`config.mk`:
```
export PLATFORM = sky130hd
export DESIGN_NAME = bd_fetch_sched
export DESIGN_NICKNAME = d
export VERILOG_FILES = /design/src/rtl/dma_bd_pkg.sv /design/src/rtl/rr_arb4.sv /design/src/rtl/bd_fetch_sched.sv
export SDC_FILE = /design/constraint.sdc
export NUM_CORES = 1
export LEC_CHECK = 0
export BUFFER_PORTS_ARGS = -buffer_cell sky130_fd_sc_hd__buf_2
export CORE_ASPECT_RATIO = 0.8
export CORE_UTILIZATION = 30
export DETAILED_ROUTE_END_ITERATION = 8
export GPL_ROUTABILITY_DRIVEN = 0
export GPL_TIMING_DRIVEN = 0
export PLACE_DENSITY_LB_ADDON = 0.12
export SLEW_MARGIN = 20
export SYNTH_ARGS = -nofsm -noshare
export SYNTH_HDL_FRONTEND = slang
export SYNTH_SLANG_ARGS = --single-unit
```
`constraint.sdc`:
```
create_clock -name user_clk -period 13.9 [get_ports user_clk]
set_clock_uncertainty 0.15 [all_clocks]
set_input_delay 2.085 -clock user_clk [delete_from_list [all_inputs] [get_ports user_clk]]
set_output_delay 2.085 -clock user_clk [all_outputs]
set_load 0.02 [all_outputs]
```
`src/rtl/dma_bd_pkg.sv`:
```
// Shared definitions for the DMA buffer-descriptor ring logic.
// Covers ring indexing, BD address width and the fetch scheduler state encoding.
package dma_bd_pkg;

  localparam int BD_ADDR_W = 27;
  localparam int NUM_Q     = 4;

  localparam logic [1:0] Q_CH0_S2C = 2'd0;
  localparam logic [1:0] Q_CH0_C2S = 2'd1;
  localparam logic [1:0] Q_CH1_S2C = 2'd2;
  localparam logic [1:0] Q_CH1_C2S = 2'd3;

  typedef logic [BD_ADDR_W-1:0] bd_addr_t;

  typedef enum logic {
    ST_ARB = 1'b0,
    ST_REQ = 1'b1
  } fetch_state_e;

endpackage

```
`src/rtl/rr_arb4.sv`:
```
// Combinational 4-way round-robin arbiter.
// Grants the first eligible index strictly after 'last', wrapping modulo 4.
module rr_arb4 (
  input  logic [3:0] elig,
  input  logic [1:0] last,
  output logic       gnt_vld,
  output logic [1:0] gnt_id
);

  logic [1:0] idx;

  // Scan from the farthest candidate back to the nearest so the nearest eligible one wins.
  always_comb begin
    gnt_vld = 1'b0;
    gnt_id  = last;
    idx     = last;
    for (int k = 4; k >= 1; k--) begin
      idx = last + 2'(k);
      if (elig[idx]) begin
        gnt_vld = 1'b1;
        gnt_id  = idx;
      end
    end
  end

endmodule

```
`src/rtl/bd_fetch_sched.sv`:
```
// BD fetch scheduler for the four DMA descriptor rings.
// Tracks head/tail per ring, arbitrates round-robin and issues one burst read at a time.
module bd_fetch_sched
  import dma_bd_pkg::*;
#(
  parameter int MAX_BURST = 8,
  parameter int LEN_W     = 7
) (
  input  logic                                user_clk,
  input  logic                                axi_lite_aresetn,
  input  logic [NUM_Q-1:0][BD_ADDR_W-1:0]     q_base,
  input  logic [NUM_Q-1:0][BD_ADDR_W-1:0]     q_high,
  input  logic [NUM_Q-1:0]                    q_en,
  input  logic [NUM_Q-1:0]                    tail_wr,
  input  logic [BD_ADDR_W-1:0]                tail_val,
  output logic                                req_valid,
  input  logic                                req_ready,
  output logic [1:0]                          req_qid,
  output logic [BD_ADDR_W-1:0]                req_addr,
  output logic [LEN_W-1:0]                    req_len,
  input  logic                                cpl_valid,
  input  logic [1:0]                          cpl_qid,
  input  logic                                cpl_err,
  output logic [NUM_Q-1:0]                    q_busy,
  output logic [NUM_Q-1:0]                    q_halt
);

  bd_addr_t               head [NUM_Q];
  bd_addr_t               tail [NUM_Q];
  logic [NUM_Q-1:0]       q_en_d;
  logic [NUM_Q-1:0]       elig;
  logic [1:0]             rr_last;

  logic                   gnt_vld;
  logic [1:0]             gnt_id;

  bd_addr_t               win_head;
  bd_addr_t               win_tail;
  bd_addr_t               win_high;
  bd_addr_t               win_avail;
  logic [LEN_W-1:0]       win_len;

  logic [BD_ADDR_W:0]     adv_sum;
  bd_addr_t               next_head;

  fetch_state_e           state;
  fetch_state_e           state_nxt;
  logic                   grant_load;
  logic                   handshake;

  always_comb begin
    elig = '0;
    for (int i = 0; i < NUM_Q; i++) begin
      elig[i] = q_en[i] & ~q_busy[i] & ~q_halt[i] & (head[i] != tail[i]);
    end
  end

  rr_arb4 u_arb (
    .elig    (elig),
    .last    (rr_last),
    .gnt_vld (gnt_vld),
    .gnt_id  (gnt_id)
  );

  // A wrapped ring only offers the BDs up to high; the rest goes out on the next pass.
  always_comb begin
    win_head = head[gnt_id];
    win_tail = tail[gnt_id];
    win_high = q_high[gnt_id];
    if (win_tail >= win_head) begin
      win_avail = win_tail - win_head;
    end else begin
      win_avail = win_high - win_head + 1'b1;
    end
    if (win_avail > BD_ADDR_W'(MAX_BURST)) begin
      win_len = LEN_W'(MAX_BURST);
    end else begin
      win_len = win_avail[LEN_W-1:0];
    end
  end

  always_comb begin
    adv_sum = {1'b0, req_addr} + {{(BD_ADDR_W + 1 - LEN_W){1'b0}}, req_len};
    if (adv_sum > {1'b0, q_high[req_qid]}) begin
      next_head = q_base[req_qid];
    end else begin
      next_head = adv_sum[BD_ADDR_W-1:0];
    end
  end

  always_ff @(posedge user_clk or negedge axi_lite_aresetn) begin
    if (!axi_lite_aresetn) begin
      state <= ST_ARB;
    end else begin
      state <= state_nxt;
    end
  end

  always_comb begin
    state_nxt  = state;
    grant_load = 1'b0;
    handshake  = 1'b0;
    unique case (state)
      ST_ARB: begin
        if (gnt_vld) begin
          grant_load = 1'b1;
          state_nxt  = ST_REQ;
        end
      end
      ST_REQ: begin
        if (req_ready) begin
          handshake = 1'b1;
          state_nxt = ST_ARB;
        end
      end
      default: state_nxt = ST_ARB;
    endcase
  end

  // Request fields are captured at the ARB decision and held until the engine accepts.
  always_ff @(posedge user_clk or negedge axi_lite_aresetn) begin
    if (!axi_lite_aresetn) begin
      req_valid <= 1'b0;
      req_qid   <= '0;
      req_addr  <= '0;
      req_len   <= '0;
      rr_last   <= 2'd3;
    end else if (grant_load) begin
      req_valid <= 1'b1;
      req_qid   <= gnt_id;
      req_addr  <= win_head;
      req_len   <= win_len;
    end else if (handshake) begin
      req_valid <= 1'b0;
      rr_last   <= req_qid;
    end
  end

  // A doorbell landing on the enable edge takes precedence over the rebase of tail.
  always_ff @(posedge user_clk or negedge axi_lite_aresetn) begin
    if (!axi_lite_aresetn) begin
      q_en_d <= '0;
      q_busy <= '0;
      q_halt <= '0;
      for (int i = 0; i < NUM_Q; i++) begin
        head[i] <= '0;
        tail[i] <= '0;
      end
    end else begin
      q_en_d <= q_en;
      for (int i = 0; i < NUM_Q; i++) begin
        if (q_en[i] && !q_en_d[i]) begin
          head[i]   <= q_base[i];
          tail[i]   <= q_base[i];
          q_halt[i] <= 1'b0;
        end else if (handshake && (req_qid == 2'(i))) begin
          head[i] <= next_head;
        end

        if (q_en[i] && tail_wr[i]) begin
          tail[i] <= tail_val;
        end

        if (handshake && (req_qid == 2'(i))) begin
          q_busy[i] <= 1'b1;
        end else if (cpl_valid && (cpl_qid == 2'(i)) && q_busy[i]) begin
          q_busy[i] <= 1'b0;
          if (cpl_err) begin
            q_halt[i] <= 1'b1;
          end
        end
      end
    end
  end

endmodule

```
# Word level (Yosys, flattened, before mapping)
# Cells that the tools add are included.
# totals
regBits,268
elab_cells,188
rom_bits,0
inputBits,258
ramBits,0
out_inout_bits,45
memories,0
latchBits,0
# op_classes
order_cmp,10
eq_ne,10
add_sub_neg,7
n_shift,0
mux,78
div,0
mul,0
bitwise_logic,23
reduce_logical,40
# ops
op,count
27-bit 2-to-1 mux,25
27-bit binary-select mux with 2-bit select,5
27-bit inequality test,4
27-bit subtractor,2
1-bit 2-to-1 mux,39
27-bit by 7-bit adder with 28-bit output,1
28-bit by 27-bit greater-than comparator with 1-bit output,1
27-bit by 1-bit adder with 27-bit output (second input constant),1
27-bit >= comparator,1
27-bit by 4-bit greater-than comparator with 1-bit output (second input constant),1
2-bit nonzero test,13
1-bit logical AND,20
2-bit by 3-bit < comparator with 1-bit output (second input constant),6
1-bit bitwise AND,12
1-bit inverter,10
1-bit binary-select mux with 2-bit select,4
2-bit == test (second input constant),4
7-bit 2-to-1 mux,1
2-bit 2-to-1 mux,3
2-bit adder (second input constant),2
2-bit by 1-bit == test with 1-bit output (second input constant),2
1-bit logical NOT,4
2-bit logical NOT,2
3-bit >= comparator (second input constant),1
other kinds (4),4

# Longest topological paths before layout
# Gate-level depths: netlist of run 1.
# depth
depth_word,18
mapped_depth,27

# Modules after synthesis
# Synthesis of run 1 repeated with hierarchy kept, for this count alone.
# hier_totals
cells_unflattened,2055
area_unflattened_um2,21304.2
# by_module_without_submodules
mod,instances,area_each_um2,cells_each
bd_fetch_sched,1,21221.6,2041
rr_arb4,1,82.6,14

# Least setup slack after synthesis of run 1
# Ideal clock, no wire load.
# synth_path
path_kind,input port to flip-flop
from,input q_en[1]
to,register req_len[3]
arrival_ps,6873
cell_stages,25
path_slack_ps,6750
n_path_buf,2
t_required_ps,13623
cell_sequence,nor3b_1 o211ai_1 a31oi_1 or2_1 buf_2 buf_2 mux2i_1 nand2_1 o21ai_0 inv_1 ha_1 inv_1 ha_1 fa_1 a21oi_1 o211ai_1 a21oi_1 o21ai_1 a2111oi_0 or4b_1 o311ai_0 nor4_1 o221ai_2 nor4_1 nor3_1
# synth_between
elab_chain_cells,17
elab_cells_between_ends,36
cone_classes,add/sub: 3; order compare: 2; mux: 27; bitwise: 4
# synth_lines
element,line,text
start: declaration,bd_fetch_sched.sv:13,"input logic [NUM_Q-1:0] q_en,"
1-bit bitwise AND * (3 in series),bd_fetch_sched.sv:54,elig[i] = q_en[i] & ~q_busy[i] & ~q_halt[i] & (head[i] != tail[i]);
1-bit binary-select mux with 2-bit select,rr_arb4.sv:19,if (elig[idx]) begin
1-bit 2-to-1 mux (not written as such),rr_arb4.sv:19,
2-bit 2-to-1 mux (2 in series),rr_arb4.sv:19,
2-bit 2-to-1 mux *,rr_arb4.sv:19,
2-bit inverter with 3-bit output (not written as such) *,bd_fetch_sched.sv:67,win_head = head[gnt_id];
27-bit binary-select mux with 2-bit select *,bd_fetch_sched.sv:67,
27-bit 2-to-1 mux (not written as such) * (2 in series),bd_fetch_sched.sv:67,
net win_head[1],bd_fetch_sched.sv:37,bd_addr_t win_head;
27-bit subtractor,bd_fetch_sched.sv:73,win_avail = win_high - win_head + 1'b1;
27-bit by 1-bit adder with 27-bit output,bd_fetch_sched.sv:73,
27-bit 2-to-1 mux *,bd_fetch_sched.sv:70,if (win_tail >= win_head) begin
27-bit by 4-bit greater-than comparator with 1-bit output,bd_fetch_sched.sv:75,if (win_avail > BD_ADDR_W'(MAX_BURST)) begin
7-bit 2-to-1 mux *,bd_fetch_sched.sv:75,
end signal: assignment,bd_fetch_sched.sv:132,req_len <= win_len;
end: declaration,bd_fetch_sched.sv:20,"output logic [LEN_W-1:0] req_len,"
# The timed path passes the listed nets; every way through them passes the cells marked *. The select of a mux whose other input is x is not followed.
# A chain may end at the register's enable or synchronous reset.

# Worst setup path in the final report of run 1
# layout_path
from,input q_en[1]
to,register req_len[2]
# layout_between
elab_chain_cells,17
elab_cells_between_ends,36
cone_classes,add/sub: 3; order compare: 2; mux: 27; bitwise: 4
# layout_lines
element,line
1-bit bitwise AND * (3 in series),bd_fetch_sched.sv:54
1-bit binary-select mux with 2-bit select,rr_arb4.sv:19
1-bit 2-to-1 mux (not written as such),rr_arb4.sv:19
2-bit 2-to-1 mux (3 in series),rr_arb4.sv:19
2-bit inverter with 3-bit output (not written as such),"bd_fetch_sched.sv:67, bd_fetch_sched.sv:68"
27-bit binary-select mux with 2-bit select,bd_fetch_sched.sv:67
27-bit 2-to-1 mux (not written as such) (2 in series),bd_fetch_sched.sv:67
27-bit subtractor,bd_fetch_sched.sv:73
27-bit by 1-bit adder with 27-bit output,bd_fetch_sched.sv:73
27-bit 2-to-1 mux,bd_fetch_sched.sv:70
27-bit by 4-bit greater-than comparator with 1-bit output,bd_fetch_sched.sv:75
7-bit 2-to-1 mux,bd_fetch_sched.sv:75
# Mark *: on every way between the ends. The rest lies on a longest branch, timed or not. The select of a mux whose other input is x is not followed.

==> flow_metrics.env, run 1 <==
export IMPL_number_of_enable_flip_flop_cells_after_synthesis=0
export IMPL_synth_net_count=2758
export IMPL_global_route_wire_length_before_repair_um=161000
export IMPL_cts_path_max_buffers=3
export IMPL_post_route_min_period_ns=9.81
export IMPL_syn_instance_count=2385
export IMPL_global_route_overflow_total=0
export IMPL_timing_rr_end="req_len[2]"
export IMPL_proportion_of_layout_cells_with_a_drive_suffix_above_1=0.176
export IMPL_critPathCaptureType="flip-flop"
export IMPL_fin_tns_setup_ns=0
export IMPL_sequential_element_share_of_the_synthesized_area=0.310
export IMPL_cp_required_ns=14.29
export IMPL_most_common_layout_cells="buf_2, dfrtp_1, o21ai_0, a22o_1, nand2_1"
export IMPL_rr_startpoint="head[10]"
export IMPL_placementRows=87
export IMPL_synth_main_ff_cell="dfrtp_1"
export IMPL_yosysTopAreaCell="dfrtp_1"
export IMPL_cts_tree="built"
export IMPL_tritoncts_num_buffers=30
export IMPL_final_common_cell="buf_2"
export IMPL_slew_headroom=0.147
export IMPL_antenna_cells=0
export IMPL_slowest_stage="clkbuf_1"
export IMPL_holdWs_ns=0.345
export IMPL_detail_route_drc_violations=0
export IMPL_pin_count=303
export IMPL_cts_post_setup_buffers_inserted=0
export IMPL_setup_worst_path_start="q_en[1]"
export IMPL_critical_path_arrival_ns=10.20
export IMPL_critical_path_max_stage_delay_ns=0.95
export IMPL_clkSlewWorstSetupHoldPaths_ns=0.06
export IMPL_die_height_um=242
export IMPL_path_class="in -> reg"
export IMPL_timing_max_transition_violations_final=0
export IMPL_ctsResizeCount=0
export IMPL_vias=22900
export IMPL_worstPathMaxFanout=10
export IMPL_synthDominantCellAreaShare=0.307
export IMPL_register_to_register_path_setup_slack_ns=4.27
export IMPL_crit_path_cell_trace="buf_2, nor3b_1, o21a_1, o211ai_1, nand3_2, clkbuf_1, clkbuf_1, a31oi_1, ha_1, fa_1, a21oi_1, o211ai_1, a21oi_1, o21ai_1, a2111oi_0, or4b_1, o311ai_0, nor4_1, o221ai_2, nor4_1, a211o_1"
export IMPL_synth_seq_cells=268
export IMPL_dp_final_hpwl_um=92800
export IMPL_crit_path_setup_slack_layout_ns=4.09
export IMPL_grt_setup_unrepaired="no"
export IMPL_worst_pin_slew_ns=1.28
export IMPL_synthTopCellsByArea="dfrtp_1, a22o_1, ha_1, o21ai_0, mux4_2"
export IMPL_wirelength_um=117000
export IMPL_hold_class="reg -> reg"
export IMPL_grt_antenna_before_repair=0
export IMPL_start_kind="primary input"
export IMPL_setup_viol=0
export IMPL_async_set_or_reset_flop_fraction_in_the_synthesized_netlist=1.00
export IMPL_placement_setup_worst_slack_ns=3.80
export IMPL_clock_sink_count=268
export IMPL_count_of_fill_cells_added_during_filler_insertion=7445
export IMPL_syn_cell_area_sq_mm=0.0217
export IMPL_outcome="finished clean"
export IMPL_yosys_cell_types_count=84
export IMPL_die_w_um=302
export IMPL_cts_root_buffer_cell="clkbuf_16"
export IMPL_timing_max_cap_violations=0
export IMPL_timing_final_crit_share=0.706
export IMPL_fp_coreArea_sq_mm=0.0710
export IMPL_worst_skew_pair_late_latency_ns=0.62
export IMPL_portbufs=302
export IMPL_area_growth_syn_to_layout_pct=17.3
export IMPL_drt_initial_drc_count=3294
export IMPL_grtUsageTotal=0.309
export IMPL_post_drt_wl_per_cell_um=31.8
export IMPL_achievable_frequency_mhz=102
export IMPL_first_global_vias=21600
export IMPL_end_of_the_critical_path="req_len[2]"
export IMPL_synthesis_area_per_instance_sq_um=9.08
export IMPL_clock_tree_htree_level_count=1
export IMPL_finalHoldViolCount=0
export IMPL_detail_route_first_pass_iterations=6
export IMPL_vias_per_cell=6.24
export IMPL_synthesis_yosys_warnings=0
export IMPL_pin_count_of_the_biggest_net_entering_global_routing=90
export IMPL_start_util=0.305
export IMPL_floorplan_die_area_sq_mm=0.0733
export IMPL_reg2reg_depth=27
export IMPL_final_nets=3095
export IMPL_antenna_violating_nets_remaining=0
export IMPL_post_cts_hold_buffer_count=0
## cell families after synthesis
family | Yosys count | synth area share
AO/OA/AOI/OAI | 905 | 0.286
AND/OR/NAND/NOR | 550 | 0.126
flip-flops | 268 | 0.310
buffers and inverters | 230 | 0.0412
multiplexers | 162 | 0.107
XOR/XNOR | 155 | 0.0633
adder cells (fa/ha/maj) | 115 | 0.0675
## how the worst min path moves through the flow
stage / from / to / slack [ns] / depth (start not counted)
global route: rr_last[0] / rr_last[0] / 0.38 / 2
CTS: rr_last[0] / rr_last[0] / 0.34 / 2
global placement: rr_last[0] / rr_last[0] / 0.33 / 2
detailed placement: rr_last[0] / rr_last[0] / 0.33 / 2
finish: rr_last[0] / rr_last[0] / 0.35 / 2
floorplan: rr_last[0] / rr_last[0] / 0.31 / 2
## area by class of cell
cell class                 count  area, sq um  share of cell area
tap                          934         1170              0.0460
timing repair buffer         305         1600              0.0631
clock inverter                 9         78.8             0.00310
buffer                       162          642              0.0253
sequential                   268         6710               0.264
inverter                      68          255              0.0100
clock buffer                  44          895              0.0352
multi-input combinational   1887        14100               0.553
## worst max-delay path, delay by kind of cell
family / cells / cell delay (ns)
compound gates: 11 / 3.14
fa+ha+maj: 2 / 0.86
buf+inv: 3 / 1.98
simple gates: 5 / 2.10
## synthesized netlist by cell type, types with 19 or more instances
library cell	count
nand3_1	23
a211oi_1	56
inv_1	68
and2_1	66
mux4_2	52
xnor2_1	80
nor2b_1	19
nor4_1	29
a31oi_1	30
nor3_1	42
xor2_1	74
clkbuf_1	126
a21o_1	101
mux2i_1	78
mux2_2	32
nand2_1	208
ha_1	112
o21ai_0	238
dfrtp_1	266
nor2_1	70
a21oi_1	156
nand4_1	36
a22o_1	217
## layer usage
| layer | share of wire | track usage | up-vias | wire length [um] |
|---|---|---|---|---|
| met5 | 0 | 0 | - | 0 |
| met4 | 0.040 | 0.104 | 0 | 4640 |
| met3 | 0.12 | 0.0919 | 246 | 14600 |
| met2 | 0.41 | 0.430 | 1552 | 47500 |
| met1 | 0.43 | 0.447 | 11500 | 50200 |
| li1 | - | - | 9676 | - |
## flip-flops by register name, summed over array words and instances (netlist names), 4 cells and up
register / flops
head: 108
tail: 108
req_addr: 27
req_len: 7
q_busy: 4
q_en_d: 4
q_halt: 4
## metrics by stage
| step | instances | instance area, sq um | utilization |
|---|---|---|---|
| 3_5_place_dp | 3624 | 24400 | 0.344 |
| 5_1_grt | 3677 | 25400 | 0.358 |
| 6_report | 3677 | 25400 | 0.358 |
| 3_3_place_gp | 3621 | 24300 | 0.343 |
| 4_1_cts | 3677 | 25400 | 0.358 |
| 2_1_floorplan | 2385 | 21700 | - |
Power of run 1 is left out: the tool's default activity adds up to more than one toggle a clock period on the data nets, which glitch-free logic cannot reach.
==> inputs of run 2 (changes only) <==
--- a/config.mk
+++ b/config.mk
@@ -5,6 +5,7 @@
 export SDC_FILE = /design/constraint.sdc
 export NUM_CORES = 1
 export LEC_CHECK = 0
+export ABC_AREA = 1
 export BUFFER_PORTS_ARGS = -buffer_cell sky130_fd_sc_hd__buf_2
 export CORE_ASPECT_RATIO = 0.8
 export CORE_UTILIZATION = 30
==> constraint.sdc (replaced) <==
create_clock -name user_clk -period 10.1 [get_ports user_clk]
set_clock_uncertainty 0.15 [all_clocks]
set_input_delay 1.515 -clock user_clk [delete_from_list [all_inputs] [get_ports user_clk]]
set_output_delay 1.515 -clock user_clk [all_outputs]
set_load 0.02 [all_outputs]
==> run 2 against run 1 <==
Net effect:
- sequential share of layout area decreased by 0.73 points
- critical path type is now reg -> reg
- routed wire length increased by 17%
- critical endpoint is now req_len[3]
- non-clock buffer count down 4
- largest cell class unchanged
==> flow_metrics.env, run 2 <==
export IMPL_wirelength_um=137000
export IMPL_detail_route_drc_violations=0
export IMPL_multiInputGateArea_sq_mm=0.0136
export IMPL_dp_final_hpwl_um=105000
export IMPL_async_set_or_reset_flop_fraction_in_the_synthesized_netlist=1.00
export IMPL_cp_required_ns=10.47
export IMPL_crit_path_setup_slack_layout_ns=1.56
export IMPL_cts_path_max_buffers=3
export IMPL_vias=26700
export IMPL_cts_post_setup_buffers_inserted=0
export IMPL_clkSlewWorstSetupHoldPaths_ns=0.07
export IMPL_start_kind="flip-flop"
export IMPL_number_of_enable_flip_flop_cells_after_synthesis=0
export IMPL_hold_class="reg -> reg"
export IMPL_drt_initial_drc_count=3966
export IMPL_floorplan_die_area_sq_mm=0.0753
export IMPL_timing_max_transition_violations_final=0
export IMPL_fp_coreArea_sq_mm=0.0728
export IMPL_worst_pin_slew_ns=1.32
export IMPL_slew_headroom=0.118
export IMPL_post_synth_top_count_cell="nand2_1"
export IMPL_area_growth_syn_to_layout_pct=17.5
export IMPL_grtUsageTotal=0.353
export IMPL_critPathCaptureType="flip-flop"
export IMPL_proportion_of_layout_cells_with_a_drive_suffix_above_1=0.133
export IMPL_worst_skew_pair_late_latency_ns=0.63
export IMPL_start_util=0.306
export IMPL_achievable_frequency_mhz=117
export IMPL_yosysTopAreaCell="dfrtp_1"
export IMPL_critical_path_arrival_ns=8.91
export IMPL_clock_tree_htree_level_count=1
export IMPL_global_route_overflow_total=0
export IMPL_synthesis_yosys_warnings=0
export IMPL_grt_setup_unrepaired="no"
export IMPL_slowest_stage="clkbuf_1"
export IMPL_global_route_wire_length_before_repair_um=187000
export IMPL_sequential_element_share_of_the_synthesized_area=0.301
export IMPL_cell_types_with_the_highest_counts_after_synthesis="nand2_1, nor2_1, inv_1"
export IMPL_yosys_cell_types_count=58
export IMPL_synthesis_area_per_instance_sq_um=6.85
export IMPL_timing_final_crit_share=0.846
export IMPL_path_class="reg -> reg"
export IMPL_synthDominantCellAreaShare=0.299
export IMPL_placementRows=88
export IMPL_cts_root_buffer_cell="clkbuf_16"
export IMPL_worstPathMaxFanout=10
export IMPL_register_area_sq_mm=0.00671
export IMPL_clock_sink_count=268
export IMPL_ctsResizeCount=0
export IMPL_fin_tns_setup_ns=0
export IMPL_vias_per_cell=5.79
export IMPL_post_cts_hold_buffer_count=0
export IMPL_post_drt_wl_per_cell_um=29.7
export IMPL_syn_instance_count=3249
export IMPL_critical_path_max_stage_delay_ns=0.97
export IMPL_pin_count_of_the_biggest_net_entering_global_routing=79
export IMPL_antenna_violating_nets_remaining=0
export IMPL_post_route_min_period_ns=8.54
export IMPL_synthTopCellsByArea="dfrtp_1, nand2_1, ha_1, nor2_1, nand3_1"
export IMPL_setup_viol=0
export IMPL_tritoncts_num_buffers=31
export IMPL_final_common_cell="nand2_1"
export IMPL_placement_setup_worst_slack_ns=1.63
export IMPL_portbufs=300
export IMPL_pin_count=303
export IMPL_synth_net_count=3622
export IMPL_cts_tree="built"
export IMPL_detail_route_first_pass_iterations=8
export IMPL_largest_registers="head (108), tail (108), req_addr (27)"
export IMPL_synth_seq_cells=268
export IMPL_outcome="finished clean"
export IMPL_grt_antenna_before_repair=9
export IMPL_syn_cell_area_sq_mm=0.0223
export IMPL_die_height_um=246
export IMPL_path_common_cell="nand2_1"
export IMPL_finalHoldViolCount=0
export IMPL_die_w_um=307
export IMPL_most_common_layout_cells="nand2_1, nor2_1, buf_2, inv_1, dfrtp_1"
export IMPL_first_global_vias=24600
export IMPL_count_of_fill_cells_added_during_filler_insertion=8162
export IMPL_synth_main_ff_cell="dfrtp_1"
export IMPL_timing_max_cap_violations=0
export IMPL_final_nets=3960
## run 2: cell types whose count changed after synthesis, moves of 44 or more
cell,delta
nand3_1,+233
mux4_2,-52
nand2_1,+518
o211ai_1,+55
nor2_1,+284
o22ai_1,+60
and2_1,-66
a22o_1,-217
a22oi_1,+53
a21oi_1,+44
a21o_1,-68
inv_1,+246
mux2i_1,-75
## run 2: cell families (layout without fill, tap and decap cells)
group | count (synthesis) | count (layout) | share of synthesized area
compound gates | 754 | 754 | 0.208
xor+xnor | 128 | 128 | 0.0504
fa+ha+maj | 115 | 115 | 0.0657
buf+inv | 501 | 863 | 0.0883
flops | 268 | 268 | 0.301
mux | 3 | 3 | 0.00135
other cells | 0 | 3 | 0
simple gates | 1480 | 1480 | 0.284
## run 2: routing by layer
layer  wire (um)  GRT usage
met5          38          0
met4        6340      0.143
met3       19000      0.119
met2       52800      0.478
met1       58600      0.503
## run 2: final timing paths
check / to / startpoint / slack (ns) / cells after the start
hold reg to reg: req_valid / req_valid / 0.35 / 2
setup / recovery: req_len[3] / tail[16] / 1.56 / 33
max in group asynchronous: tail[56] / axi_lite_aresetn / 7.78 / 3
hold / removal: req_valid / req_valid / 0.35 / 2
setup reg to reg: req_len[3] / tail[16] / 1.56 / 33
min in group asynchronous: req_addr[17] / axi_lite_aresetn / 0.75 / 1
## run 2: area by class of cell
class,count,share of cell area
clock buffers,43,0.0333
diodes,3,0.000287
well taps,990,0.0474
multi-input cells,2480,0.520
inverters,343,0.0492
repair buffers,305,0.0620
flip-flops and latches,268,0.257
clock inverters,14,0.00488
plain buffers,158,0.0263
## run 2: per-stage QoR
step,utilization,std cells,hold WS [ns],cell area (sq um)
6_report,0.359,4604,0.346,26100
5_1_grt,0.359,4601,0.392,26100
4_1_cts,0.359,4600,0.360,26100
3_5_place_dp,0.345,4543,0.338,25100
3_3_place_gp,0.343,4539,0.331,25000
2_1_floorplan,-,3249,0.341,22300
## run 2: critical path, delay by kind of cell, from the launching register on
family                   cells  cell delay [ns]
buffers and inverters        4             1.63
AO/OA/AOI/OAI                8             2.05
AND/OR/NAND/NOR             18             3.29
adder cells (fa/ha/maj)      2             0.61
flip-flops                   1             0.42
XOR/XNOR                     1             0.29
Power of run 2 is left out for the same reason.
